[src/rtl/io_bridge_pkg.sv]
// Shared types and helpers for the wide-to-byte io bus bridge.
package io_bridge_pkg;

    typedef enum logic [1:0] {
        S_IDLE,
        S_STROBE,
        S_WAIT,
        S_DONE
    } t_io_bridge_state;

    // Read data substituted for a byte whose io cycle never acknowledged.
    localparam logic [7:0] C_TIMEOUT_FILL = 8'hFF;

    // Width of a lane pointer; a single-byte master still needs one bit.
    function automatic int lane_bits(input int data_bytes);
        return (data_bytes > 1) ? $clog2(data_bytes) : 1;
    endfunction

endpackage

[src/rtl/sync_bit.sv]
// Multi-flop synchroniser for a single asynchronous level.
module sync_bit #(
    parameter int STAGES = 2
) (
    input  logic clock,
    input  logic reset_n,
    input  logic d,
    output logic q
);
    logic [STAGES-1:0] sync_pipe;

    // Shift the input through the synchroniser chain.
    always_ff @(posedge clock or negedge reset_n) begin
        if (!reset_n) sync_pipe <= '0;
        else          sync_pipe <= {sync_pipe[STAGES-2:0], d};
    end

    assign q = sync_pipe[STAGES-1];
endmodule

[src/rtl/io_bus_bridge_wide.sv]
// Wide Avalon-MM slave to 8-bit io bus: one strobe/ack byte cycle per enabled
// lane in ascending order, ack timeout with sticky error, synchronised irq.
module io_bus_bridge_wide
    import io_bridge_pkg::*;
#(
    parameter int DATA_BYTES = 4,
    parameter int ADDR_W     = 20,
    parameter int TIMEOUT    = 255
) (
    input  logic                    clock,
    input  logic                    reset_n,
    input  logic [ADDR_W-1:0]       avs_address,
    input  logic                    avs_read,
    input  logic                    avs_write,
    input  logic [DATA_BYTES-1:0]   avs_byteenable,
    input  logic [8*DATA_BYTES-1:0] avs_writedata,
    output logic [8*DATA_BYTES-1:0] avs_readdata,
    output logic                    avs_waitrequest,
    output logic                    avs_irq,
    output logic [ADDR_W-1:0]       io_address,
    output logic                    io_read,
    output logic                    io_write,
    output logic [7:0]              io_wdata,
    input  logic [7:0]              io_rdata,
    input  logic                    io_ack,
    input  logic                    io_irq,
    output logic                    err_timeout,
    input  logic                    err_clear
);
    localparam int                LB         = lane_bits(DATA_BYTES);
    localparam logic [ADDR_W-1:0] ALIGN_MASK = ~ADDR_W'(DATA_BYTES - 1);

    t_io_bridge_state              state_q, state_d;
    logic [ADDR_W-1:0]             base_q;
    logic                          is_wr_q;
    logic [DATA_BYTES-1:0]         be_q;
    logic [DATA_BYTES-1:0][7:0]    wdata_q;
    logic [DATA_BYTES-1:0][7:0]    rdata_q;
    logic [LB-1:0]                 lane_q;
    logic [LB-1:0]                 first_lane;
    logic [LB-1:0]                 next_lane;
    logic                          more;
    logic                          lane_done;
    logic                          tmo_fire;
    logic                          req;

    assign req = avs_read | avs_write;

    // Lowest enabled lane of a new request, and next enabled lane above the current one.
    always_comb begin
        first_lane = '0;
        next_lane  = '0;
        more       = 1'b0;
        for (int i = DATA_BYTES - 1; i >= 0; i--) begin
            if (avs_byteenable[i]) first_lane = LB'(i);
            if (be_q[i] && (i > int'(lane_q))) begin
                next_lane = LB'(i);
                more      = 1'b1;
            end
        end
    end

    // State register; reset drops any strobe immediately and loses the transfer.
    always_ff @(posedge clock or negedge reset_n) begin
        if (!reset_n) state_q <= S_IDLE;
        else          state_q <= state_d;
    end

    // Next state and handshake outputs.
    always_comb begin
        state_d         = state_q;
        io_read         = 1'b0;
        io_write        = 1'b0;
        avs_waitrequest = 1'b1;
        lane_done       = 1'b0;
        case (state_q)
            S_IDLE: begin
                if (req) state_d = (avs_byteenable == '0) ? S_DONE : S_STROBE;
            end
            S_STROBE: begin
                io_read  = ~is_wr_q;
                io_write = is_wr_q;
                state_d  = S_WAIT;
            end
            S_WAIT: begin
                if (io_ack || tmo_fire) begin
                    lane_done = 1'b1;
                    state_d   = more ? S_STROBE : S_DONE;
                end
            end
            S_DONE: begin
                avs_waitrequest = 1'b0;
                state_d         = S_IDLE;
            end
            default: state_d = S_IDLE;
        endcase
    end

    // Ack timeout: counts WAIT cycles without ack, fires on the TIMEOUT-th one.
    generate
        if (TIMEOUT > 0) begin : g_tmo
            localparam int CW = $clog2(TIMEOUT + 1);
            logic [CW-1:0] tmo_cnt;

            // Restart on each strobe, count idle WAIT cycles.
            always_ff @(posedge clock or negedge reset_n) begin
                if (!reset_n)                        tmo_cnt <= '0;
                else if (state_q == S_STROBE)        tmo_cnt <= '0;
                else if (state_q == S_WAIT && !io_ack) tmo_cnt <= tmo_cnt + 1'b1;
            end

            assign tmo_fire = (state_q == S_WAIT) && !io_ack && (tmo_cnt == CW'(TIMEOUT - 1));
        end else begin : g_no_tmo
            assign tmo_fire = 1'b0;
        end
    endgenerate

    // Request latch and per-lane read capture; unenabled lanes stay 0x00.
    always_ff @(posedge clock or negedge reset_n) begin
        if (!reset_n) begin
            base_q  <= '0;
            is_wr_q <= 1'b0;
            be_q    <= '0;
            wdata_q <= '0;
            rdata_q <= '0;
            lane_q  <= '0;
        end else if (state_q == S_IDLE && req) begin
            base_q  <= avs_address & ALIGN_MASK;
            is_wr_q <= avs_write;
            be_q    <= avs_byteenable;
            wdata_q <= avs_writedata;
            rdata_q <= '0;
            lane_q  <= first_lane;
        end else if (lane_done) begin
            if (!is_wr_q) rdata_q[lane_q] <= io_ack ? io_rdata : C_TIMEOUT_FILL;
            if (more)     lane_q <= next_lane;
        end
    end

    // Sticky timeout flag; a timeout beats a coincident clear.
    always_ff @(posedge clock or negedge reset_n) begin
        if (!reset_n)       err_timeout <= 1'b0;
        else if (tmo_fire)  err_timeout <= 1'b1;
        else if (err_clear) err_timeout <= 1'b0;
    end

    // Address and data come from latched state, so they hold from strobe to ack.
    assign io_address   = base_q + ADDR_W'(lane_q);
    assign io_wdata     = wdata_q[lane_q];
    assign avs_readdata = rdata_q;

    sync_bit #(.STAGES(2)) u_irq_sync (
        .clock   (clock),
        .reset_n (reset_n),
        .d       (io_irq),
        .q       (avs_irq)
    );
endmodule
[config.mk]
export PLATFORM = sky130hd
export DESIGN_NAME = io_bus_bridge_wide
export DESIGN_NICKNAME = d
export VERILOG_FILES = /design/src/rtl/io_bridge_pkg.sv /design/src/rtl/sync_bit.sv /design/src/rtl/io_bus_bridge_wide.sv
export SDC_FILE = /design/constraint.sdc
export NUM_CORES = 1
export LEC_CHECK = 0
export ABC_AREA = 0
export CORE_UTILIZATION = 43
export CTS_CLUSTER_DIAMETER = 80
export DETAILED_ROUTE_END_ITERATION = 16
export PLACE_DENSITY = 0.77
export SETUP_SLACK_MARGIN = 0.15
export SLEW_MARGIN = 20
export SYNTH_ARGS = -nofsm -noshare
export SYNTH_HDL_FRONTEND = slang
export SYNTH_SLANG_ARGS = --single-unit
[constraint.sdc]
create_clock -name clock -period 1.87 [get_ports clock]
set_input_delay 0.561 -clock clock [delete_from_list [all_inputs] [get_ports clock]]
set_output_delay 0.561 -clock clock [all_outputs]
set_load 0.03 [all_outputs]
==> metrics.cfg <==
[outcome]
outcome=finished with violations
failed_checks=setup timing

[clock_tree]
clock_path_buffers=2
clk-insertion-delay-late_ps=360
cts-hold-fix-buffers=0
cts.sinks=101
cts.clk_slew.worst_paths_ps=100
cts-htree-levels=3
cts.root.buffer_cell=clkbuf_8
cts_made_buffers=9
cts_tree=done

[synthesis]
syn_avg_cell_area_um2=9.95
synth_cell_types=50
netlist.area_leader.share_pct=56.2
yosys-top-cells-count=170 x nand2_1, 101 x dfrtp_1, 21 x a21oi_1
yosys_warnings=0
synth.yosys.seq_area_share_pct=56.2
async_reset_ff_share_pct=100
syn_area_mm2=0.00450
synth_most_common_cell=nand2_1
synth_edf_count=0
synthCells=452
yosysTopAreaCell=dfrtp_1
yosys_register_bits=101
synth-main-ff-cell=dfrtp_1
synth_area_leaders=dfrtp_1 56%, nand2_1 14%, mux4_2 4.0%
syn-num-nets=525

[pwr]
clkPwrFrac_pct=12.8
p_leak_nw=3.21
p_sw_mw=4.65
switching_share_pct=42.5
cellPowerDensity_mw_per_mm2=1620
p_int_mw=6.28
peakVddDrop_v=0.000992
comb_power_share_pct=55.6
seq_power_share_pct=31.6

[floorplan]
die_h_um=104
start_util_pct=45.2
fp.coreArea_mm2=0.00995
die-area_mm2=0.0109
io_pins=136
rows=36
fp.dieW_um=104

[sta]
fin_ws_ps=-353
holdWs_ps=145
skew_ps=7.68
relSlewSlack_pct=69.8
max_slew.worst_pin.slew_ps=453
fin_crit_ps=2220
finalCritPeriodShare_pct=119
final_max_slew_viol_count=0
setup_violations=9
fmax_mhz=450
hold_viol=0
finalSetupTns_ps=-2660
rsz0062_at_grt=yes

[global_route]
overflow=0
grt_max_degree=37
grt_pass1_wl_mm=20.2
grt_antenna_before_repair=0
grt_pass1_vias=4122
gr-usage-all-layers_pct=23.2

[layout]
final_layout_size_suffix_gt1_share_pct=27.7
area_growth_pct=49.8
nets=707
fillCellCount=778
fin_cells=772
antenna-diode-count=0
final_util_pct=67.7

[placed_design]
pre_cts_slack_ps=-405
port_buffers=133
placed_cells=733
dp_hpwl_mm=8.48
place_congestion=0.817

[setup_path]
worstSetupPathType=reg -> out
crit_buf_inv=3
crit_required_ps=1310
crit_fanout=3
critPathLaunchType=register
cp_top_family=multiplexers
cp-end-kind=primary output
cp.arrival_ps=1660
crit_top_cell=buf_6
path_cells=buf_6 > buf_6 > mux4_2 > buf_6
crit_path_top_delay_cell=mux4_2
critPathMaxStageDelay_ps=510

[routing]
dr.pass1.iters=5
drt_iter0_markers=188
wire_per_inst_um=15.9
vias=4061
ant_nets=0
wl_mm=12.2
vias_per_cell=5.26
drc=0

[min_path]
hold_path.class=in -> async

[run]
cap_violations=0

==> placed cells by master (no fill, tap or decap), drive strengths merged, types with 6 or more instances in the layout <==
| cell type | count |
|---|---|
| dfrtp | 101 |
| o221a | 16 |
| clkdlybuf4s15 | 24 |
| o21ai | 10 |
| a21oi | 21 |
| inv | 7 |
| buf | 78 |
| nor3 | 6 |
| a311oi | 8 |
| clkbuf | 34 |
| mux4 | 8 |
| o21a | 7 |
| nand3 | 7 |
| nor2 | 13 |
| clkdlybuf4s50 | 66 |
| nand2 | 170 |
==> per-stage QoR <==
step                power (mW)  instance area [um^2]
global placement          8.72                  6230
floorplan                 6.80                  4550
detailed placement        8.87                  6230
CTS                       10.7                  6670
finish                    10.9                  6740
global route              11.6                  6740
==> worst reg2reg max path, delay by kind of cell (launching register included) <==
family / cells / cell delay, ps
buf+inv: 2 / 280
simple gates: 1 / 390
compound gates: 1 / 280
flops: 1 / 430
mux: 1 / 320
==> logic make-up (layout without fill, tap and decap cells) <==
family                     Yosys count  after routing  share of synthesized area, %
adders and majority gates            2              2                         0.556
buffers and inverters               32            219                          3.20
muxes                               11             11                          4.73
AOI/OAI and AO/OA                   80             80                          13.4
and+or+nand+nor                    226            226                          21.9
DFF                                101            101                          56.2
==> final cells by class <==
type	instances	area [um^2]	share of cell area, %
clock buffer	10	128	1.89
clock inverter	6	70.1	1.04
inverter	6	30.0	0.446
multi-input combinational	319	1980	29.4
sequential	101	2530	37.6
tap	133	166	2.47
timing repair buffer	197	1830	27.2
==> power groups by stage <==
stage          registers, mW  logic [mW]  clock network [mW]
6_report                3.46        6.08                1.40
5_1_grt                 3.55        6.54                1.54
4_1_cts                 3.43        5.83                1.44
3_5_place_dp            3.57        5.30                   0
3_3_place_gp            3.53        5.20                   0
2_1_floorplan           4.10        2.70                   0
==> registers in the layout (all words and copies together), names as in the netlist <==
signal                flops
be_q                      3
g_tmo.tmo_cnt             8
state_q                   2
is_wr_q                   1
u_irq_sync.sync_pipe      2
base_q                   18
avs_readdata             32
wdata_q                  32
lane_q                    2
err_timeout               1
==> metal layers <==
metal | global-route usage (%) | up-vias | share of wire [%]
li1 | - | 1924 | -
met1 | 30.4 | 1974 | 44
met2 | 38.2 | 151 | 49
met3 | 5.58 | 12 | 5.8
met4 | 6.53 | 0 | 1.1
met5 | 0 | - | 0
==> path summary, 6_finish.rpt <==
kind | start | endpoint | slack [ps] | cells after the start
setup / recovery | lane_q[0] | io_wdata[5] | -350 | 4
hold / removal | reset_n | is_wr_q | 140 | 1
setup reg to reg | lane_q[1] | lane_q[1] | 60 | 5
hold reg to reg | u_irq_sync.sync_pipe[0] | u_irq_sync.sync_pipe[1] | 370 | 0
max in group asynchronous | reset_n | avs_readdata[1] | 1200 | 2
min in group clock | u_irq_sync.sync_pipe[0] | u_irq_sync.sync_pipe[1] | 370 | 0
==> repair_timing <==
item                       4_1_cts  5_1_grt
buffers inserted                20        3
gates resized for setup        157       90
setup endpoints to repair      128      110
pin swaps                        3        7
(Power assumes the default switching activity.)
